===== src/rtl/mips_shift_pkg.sv =====
// mips_shift_pkg: shared op codes, FSM encoding and width defaults for the shift path
package mips_shift_pkg;
    localparam int DEF_DATA_WIDTH  = 32;
    localparam int DEF_SHAMT_WIDTH = 5;
    localparam logic [1:0] OP_SLL  = 2'b00;
    localparam logic [1:0] OP_SRL  = 2'b01;
    localparam logic [1:0] OP_SRA  = 2'b10;
    localparam logic [1:0] OP_RSVD = 2'b11;
    typedef enum logic [1:0] {IDLE, SHIFT, DONE} state_t;
endpackage


===== src/rtl/shift_step_unit.sv =====
// shift_step_unit: combinational shift by a small amount with op-dependent fill
module shift_step_unit
    import mips_shift_pkg::*;
#(
    parameter int DATA_WIDTH  = DEF_DATA_WIDTH,
    parameter int SHAMT_WIDTH = DEF_SHAMT_WIDTH
) (
    input  logic [1:0]             op,
    input  logic [DATA_WIDTH-1:0]  data,
    input  logic [SHAMT_WIDTH-1:0] k,
    output logic [DATA_WIDTH-1:0]  result
);
    logic signed [DATA_WIDTH-1:0] sra;
    always_comb begin
        sra    = $signed(data) >>> k;
        result = op == OP_SLL ? data << k : op == OP_SRA ? sra : data >> k;
    end
endmodule


===== src/rtl/shift_sequencer.sv =====
// shift_sequencer: multi-cycle SLL/SRL/SRA controller with busy/done handshake
module shift_sequencer
    import mips_shift_pkg::*;
#(
    parameter int DATA_WIDTH  = DEF_DATA_WIDTH,
    parameter int SHAMT_WIDTH = DEF_SHAMT_WIDTH,
    parameter int STEP        = 1
) (
    input  logic                   clk,
    input  logic                   reset,
    input  logic                   in_start,
    input  logic [1:0]             in_op,
    input  logic                   in_variable,
    input  logic [SHAMT_WIDTH-1:0] in_shamt,
    input  logic [DATA_WIDTH-1:0]  in_rs_data,
    input  logic [DATA_WIDTH-1:0]  in_rt_data,
    output logic                   out_busy,
    output logic                   out_done,
    output logic [DATA_WIDTH-1:0]  out_result
);
    localparam logic [SHAMT_WIDTH-1:0] STEP_W = SHAMT_WIDTH'(STEP);
    state_t state, state_nx;
    logic [DATA_WIDTH-1:0] data_q, data_nx, result_q, result_nx, step_out;
    logic [1:0] op_q, op_nx;
    logic [SHAMT_WIDTH-1:0] rem_q, rem_nx, amt, k;
    logic unused_rs;
    assign unused_rs = ^in_rs_data[DATA_WIDTH-1:SHAMT_WIDTH];
    shift_step_unit #(.DATA_WIDTH(DATA_WIDTH), .SHAMT_WIDTH(SHAMT_WIDTH)) u_step (
        .op(op_q),
        .data(data_q),
        .k(k),
        .result(step_out)
    );
    always_comb begin
        amt       = in_op == OP_RSVD ? '0 : in_variable ? in_rs_data[SHAMT_WIDTH-1:0] : in_shamt;
        k         = rem_q < STEP_W ? rem_q : STEP_W;
        state_nx  = state;
        data_nx   = data_q;
        op_nx     = op_q;
        rem_nx    = rem_q;
        result_nx = result_q;
        case (state)
            IDLE: if (in_start) begin
                data_nx  = in_rt_data;
                op_nx    = in_op;
                rem_nx   = amt;
                state_nx = amt == '0 ? DONE : SHIFT;
                result_nx = amt == '0 ? in_rt_data : result_q;
            end
            SHIFT: begin
                data_nx   = step_out;
                rem_nx    = rem_q - k;
                state_nx  = rem_nx == '0 ? DONE : SHIFT;
                result_nx = rem_nx == '0 ? step_out : result_q;
            end
            default: state_nx = IDLE;
        endcase
    end
    // result is loaded on the edge entering DONE so it is valid alongside out_done
    always_ff @(posedge clk) begin
        if (reset) begin
            state    <= IDLE;
            data_q   <= '0;
            op_q     <= '0;
            rem_q    <= '0;
            result_q <= '0;
        end else begin
            state    <= state_nx;
            data_q   <= data_nx;
            op_q     <= op_nx;
            rem_q    <= rem_nx;
            result_q <= result_nx;
        end
    end
    assign out_busy   = state != IDLE;
    assign out_done   = state == DONE;
    assign out_result = result_q;
endmodule


===== config.mk =====
export PLATFORM = sky130hd
export DESIGN_NAME = shift_sequencer
export DESIGN_NICKNAME = d
export VERILOG_FILES = /design/src/rtl/mips_shift_pkg.sv /design/src/rtl/shift_step_unit.sv /design/src/rtl/shift_sequencer.sv
export SDC_FILE = /design/constraint.sdc
export NUM_CORES = 1
export LEC_CHECK = 0
export CAP_MARGIN = 30
export CORE_ASPECT_RATIO = 1.4
export CORE_UTILIZATION = 30
export DETAILED_ROUTE_END_ITERATION = 6
export GPL_TIMING_DRIVEN = 0
export REMOVE_ABC_BUFFERS = 1
export SETUP_SLACK_MARGIN = 0.2
export SYNTH_ARGS = -nofsm -noshare
export SYNTH_HDL_FRONTEND = slang
export SYNTH_SLANG_ARGS = --single-unit

===== constraint.sdc =====
create_clock -name clk -period 5 [get_ports clk]
set_clock_uncertainty 0.2 [all_clocks]
set_input_delay 1 -clock clk [delete_from_list [all_inputs] [get_ports clk]]
set_output_delay 1 -clock clk [all_outputs]
set_load 0.05 [all_outputs]

==> key figures <==
Status
  – Status: complete, no violations

Setup path
  – Setup CP Type: reg -> reg
  – CP required: slightly below 5 ns
  – Setup crit end kind: register
  – Cells along the critical path: nor3_1 -> nand2_1 -> nand2b_1 -> ha_1 -> nor2_1 -> xnor2_1 -> nand4_1 -> nand2_2 -> a311oi_1
  – CP startpoint kind: register
  – Max FO, Critical Path: 31
  – Worst path slowest cell: nand2_2
  – CP Data Arrival Time: 3.53 ns
  – Critical Path Max Stage Delay: 0.73 ns

Floorplanning
  – I/O Pins: 109
  – Die Ht: 139.2 µm
  – Total die area: 13920 µm²
  – Core Region: 13000 µm²
  – Starting density of the core: 0.3103
  – Row count: 49
  – Die W: 99.99 µm

Timing
  – Min Hold Slack: 0.2919 ns
  – F_max: approximately 0.28 GHz
  – Final period util: 0.7122
  – Worst setup margin: 1.439 ns
  – Worst rel slew slack: 0.4122
  – RSZ-0062 raised after global routing: false
  – Least-Margin Pin Slew: 0.8786 ns
  – Clock period minus worst slack: 3.561 ns
  – Count of final hold-check violations: 0
  – Final setup violation count: 0
  – Max-slew violation count: 0

CTS
  – Clock Sinks: 73
  – Clock Latency Late Sink: between 0.3 and 0.4 ns
  – Number of buffers created by CTS: 9
  – CTS Hold Bufs: 0
  – CTS tree: built
  – CTS clk-pin slew, worst paths: 0.06 ns
  – Root buf cell: clkbuf_16
  – Post-CTS setup buffers: 0
  – H-Tree Depth: 3
  – Post-cts gate resize count: 0
  – Longest Clk Path Bufs: 2

Place
  – Gpl congestion: 0.7929
  – Final HPWL DP: ~8 mm
  – Place WS: 1.380 ns
  – Port Buffers: 81

Global route
  – Vias in the first global route: 3843
  – Global-route wire length before repair: 19.26 mm
  – Largest net degree at the start of global routing: 40
  – Global route total overflow: 0
  – Overall routing resource usage: 0.1746
  – Initial antenna violation count: 0

Synthesis
  – Post-Synth Simple-Gate Area: 0.2442
  – Sequential fraction of the synthesis area: 0.3624
  – Synth Register Bits: 73
  – Multiplexer area fraction after synthesis: 0.04964
  – Cell area after synthesis: between 4000 and 5000 µm²
  – Synth warn: 0
  – XOR/XNOR share of the synthesized area: 0.002172
  – Post-Syn Instances: 482
  – Synth Area in Adders: 0.006205
  – Main combinational cell family by area after synthesis: compound AO/OA/AOI/OAI gates
  – Unique cell type count in the Yosys netlist: 40
  – Compound-Gate Fraction of Synth Area: 0.2653
  – Syn avg cell area: 8.366 µm²

Routing
  – Iteration-0 DRC Markers: approximately 200
  – Drc violations: 0
  – Metal2 WL: 5.880 mm
  – Routed wl met3: 475 µm
  – Average wire per standard cell: around 17 µm
  – Final ANT Viol Nets: 0
  – Pre-Repair DR Iteration Count: 5
  – Via density: around 5.4
  – Total number of vias: 3840
  – DR top layer: met4
  – Total routed wirelength: 11.79 mm
  – Met1 WL: 5.185 mm

Job
  – Max Cap Viol: 0

Power and ir drop
  – Cell leakage power: 1.856 nW
  – Power per cell area: 422.7 nW/µm²
  – Total power: 2.213 mW
  – IR drop worst, VDD: 168.0 µV

Layout
  – Fin nets: 608
  – Most frequent cells in the layout: clkdlybuf4s50_1, dfxtp_1, nor3_1, nand2_1, nor2_1
  – Fillers: between 1000 and 1500
  – Commonest non-fill, non-tap cell in the layout: clkdlybuf4s50_1
  – FF/Latch Area: between 1000 and 1500 µm²
  – Syn-to-layout area delta: 29.82%
  – Multi-input logic area: 2303 µm²
  – Share of cells above drive strength 1: 0.1250
  – Antenna cells: 0

Worst hold path
  – Worst hold-check path type: reg -> reg
stage by stage:
| step | setup TNS [ns] | util | cell area [µm²] | std cells |
|---|---|---|---|---|
| after floorplan | 0 | - | 3765 | 433 |
| after global placement | -11.61 | 0.3692 | 4798 | 692 |
| after detailed placement | 0 | 0.3800 | 4938 | 698 |
| after CTS | 0 | 0.4028 | 5235 | 714 |
| after global routing | 0 | 0.4028 | 5235 | 714 |
| final | 0 | 0.4028 | 5235 | 714 |
cell type report:
| class | count | share of cell area |
|---|---|---|
| multi-input cells | 356 | 0.4400 |
| flip-flops and latches | 73 | 0.2792 |
| repair buffers | 87 | 0.1788 |
| clock buffers | 10 | 0.04565 |
| well taps | 178 | 0.04254 |
| clock inverters | 6 | 0.01099 |
| inverters | 4 | 0.002868 |
path summary, 6_finish.rpt:
| check | startpoint | to | slack, ns | cells past startpoint |
|---|---|---|---|---|
| worst max-delay path | rem_q[1] | out_result[16] | 1.44 | 9 |
| worst min-delay path | out_result[31] | out_result[31] | 0.29 | 1 |
| worst max register to register | rem_q[1] | out_result[16] | 1.44 | 9 |
| worst min register to register | out_result[31] | out_result[31] | 0.29 | 1 |
layer usage:
| layer | global-route usage | up-vias |
|---|---|---|
| met5 | 0 | - |
| met2 | 0.2976 | 120 |
| met4 | 0.08467 | 0 |
| met3 | 0.02419 | 17 |
| met1 | 0.2134 | 1822 |
| li1 | - | 1881 |
cell usage after synthesis, drive strengths merged:
cell,count,share of area
dfxtp,73,0.36
a211oi,63,0.15
nor3,56,0.074
nand2,53,0.049
nor2,51,0.052
buf,31,0.050
mux2i,20,0.050
clkbuf,18,0.017
a21oi,17,0.021
and3,15,0.023
o21ai,12,0.015
a311oi,10,0.022
a31oi,7,0.011
nand3,7,0.0087
a2bb2oi,6,0.013
nor2b,5,0.0078
o221ai,5,0.011
inv,4,0.0037
nand2b,4,0.0062
nand4,3,0.0047
o211ai,3,0.0056
or2,3,0.0047
or3,3,0.0047
and2,2,0.0031
ha,2,0.0062
nor4,2,0.0031
a22oi,1,0.0019
a41o,1,0.0025
and4,1,0.0022
o2111ai,1,0.0022
o311ai,1,0.0022
o41ai,1,0.0040
xnor2,1,0.0022
critical path, delay by kind of cell (launching register included):
kind | cells | cell delay (ns)
AOI/OAI and AO/OA | 1 | 0.18
xor gates and xnor gates | 1 | 0.27
adders and majority gates | 1 | 0.25
DFF | 1 | 0.36
and+or+nand+nor | 6 | 2.10
where the power goes:
part | internal [mW] | switching [mW] | leakage [nW]
registers | 0.671 | 0.0783 | 0.602
logic | 0.303 | 0.511 | 1.11
clock network | 0.396 | 0.253 | 0.148
logic make-up after synthesis:
logic type / count (synthesis)
adder cells (fa/ha/maj): 2
AND/OR/NAND/NOR: 205
XOR/XNOR: 1
flip-flops: 73
AO/OA/AOI/OAI: 128
buffers and inverters: 53
multiplexers: 20
flip-flops by register name, summed over array words and instances, names as in the netlist:
signal	cells
data_q	32
out_result	32
rem_q	5
op_q	2
state	2
(Power assumes the default switching activity.)
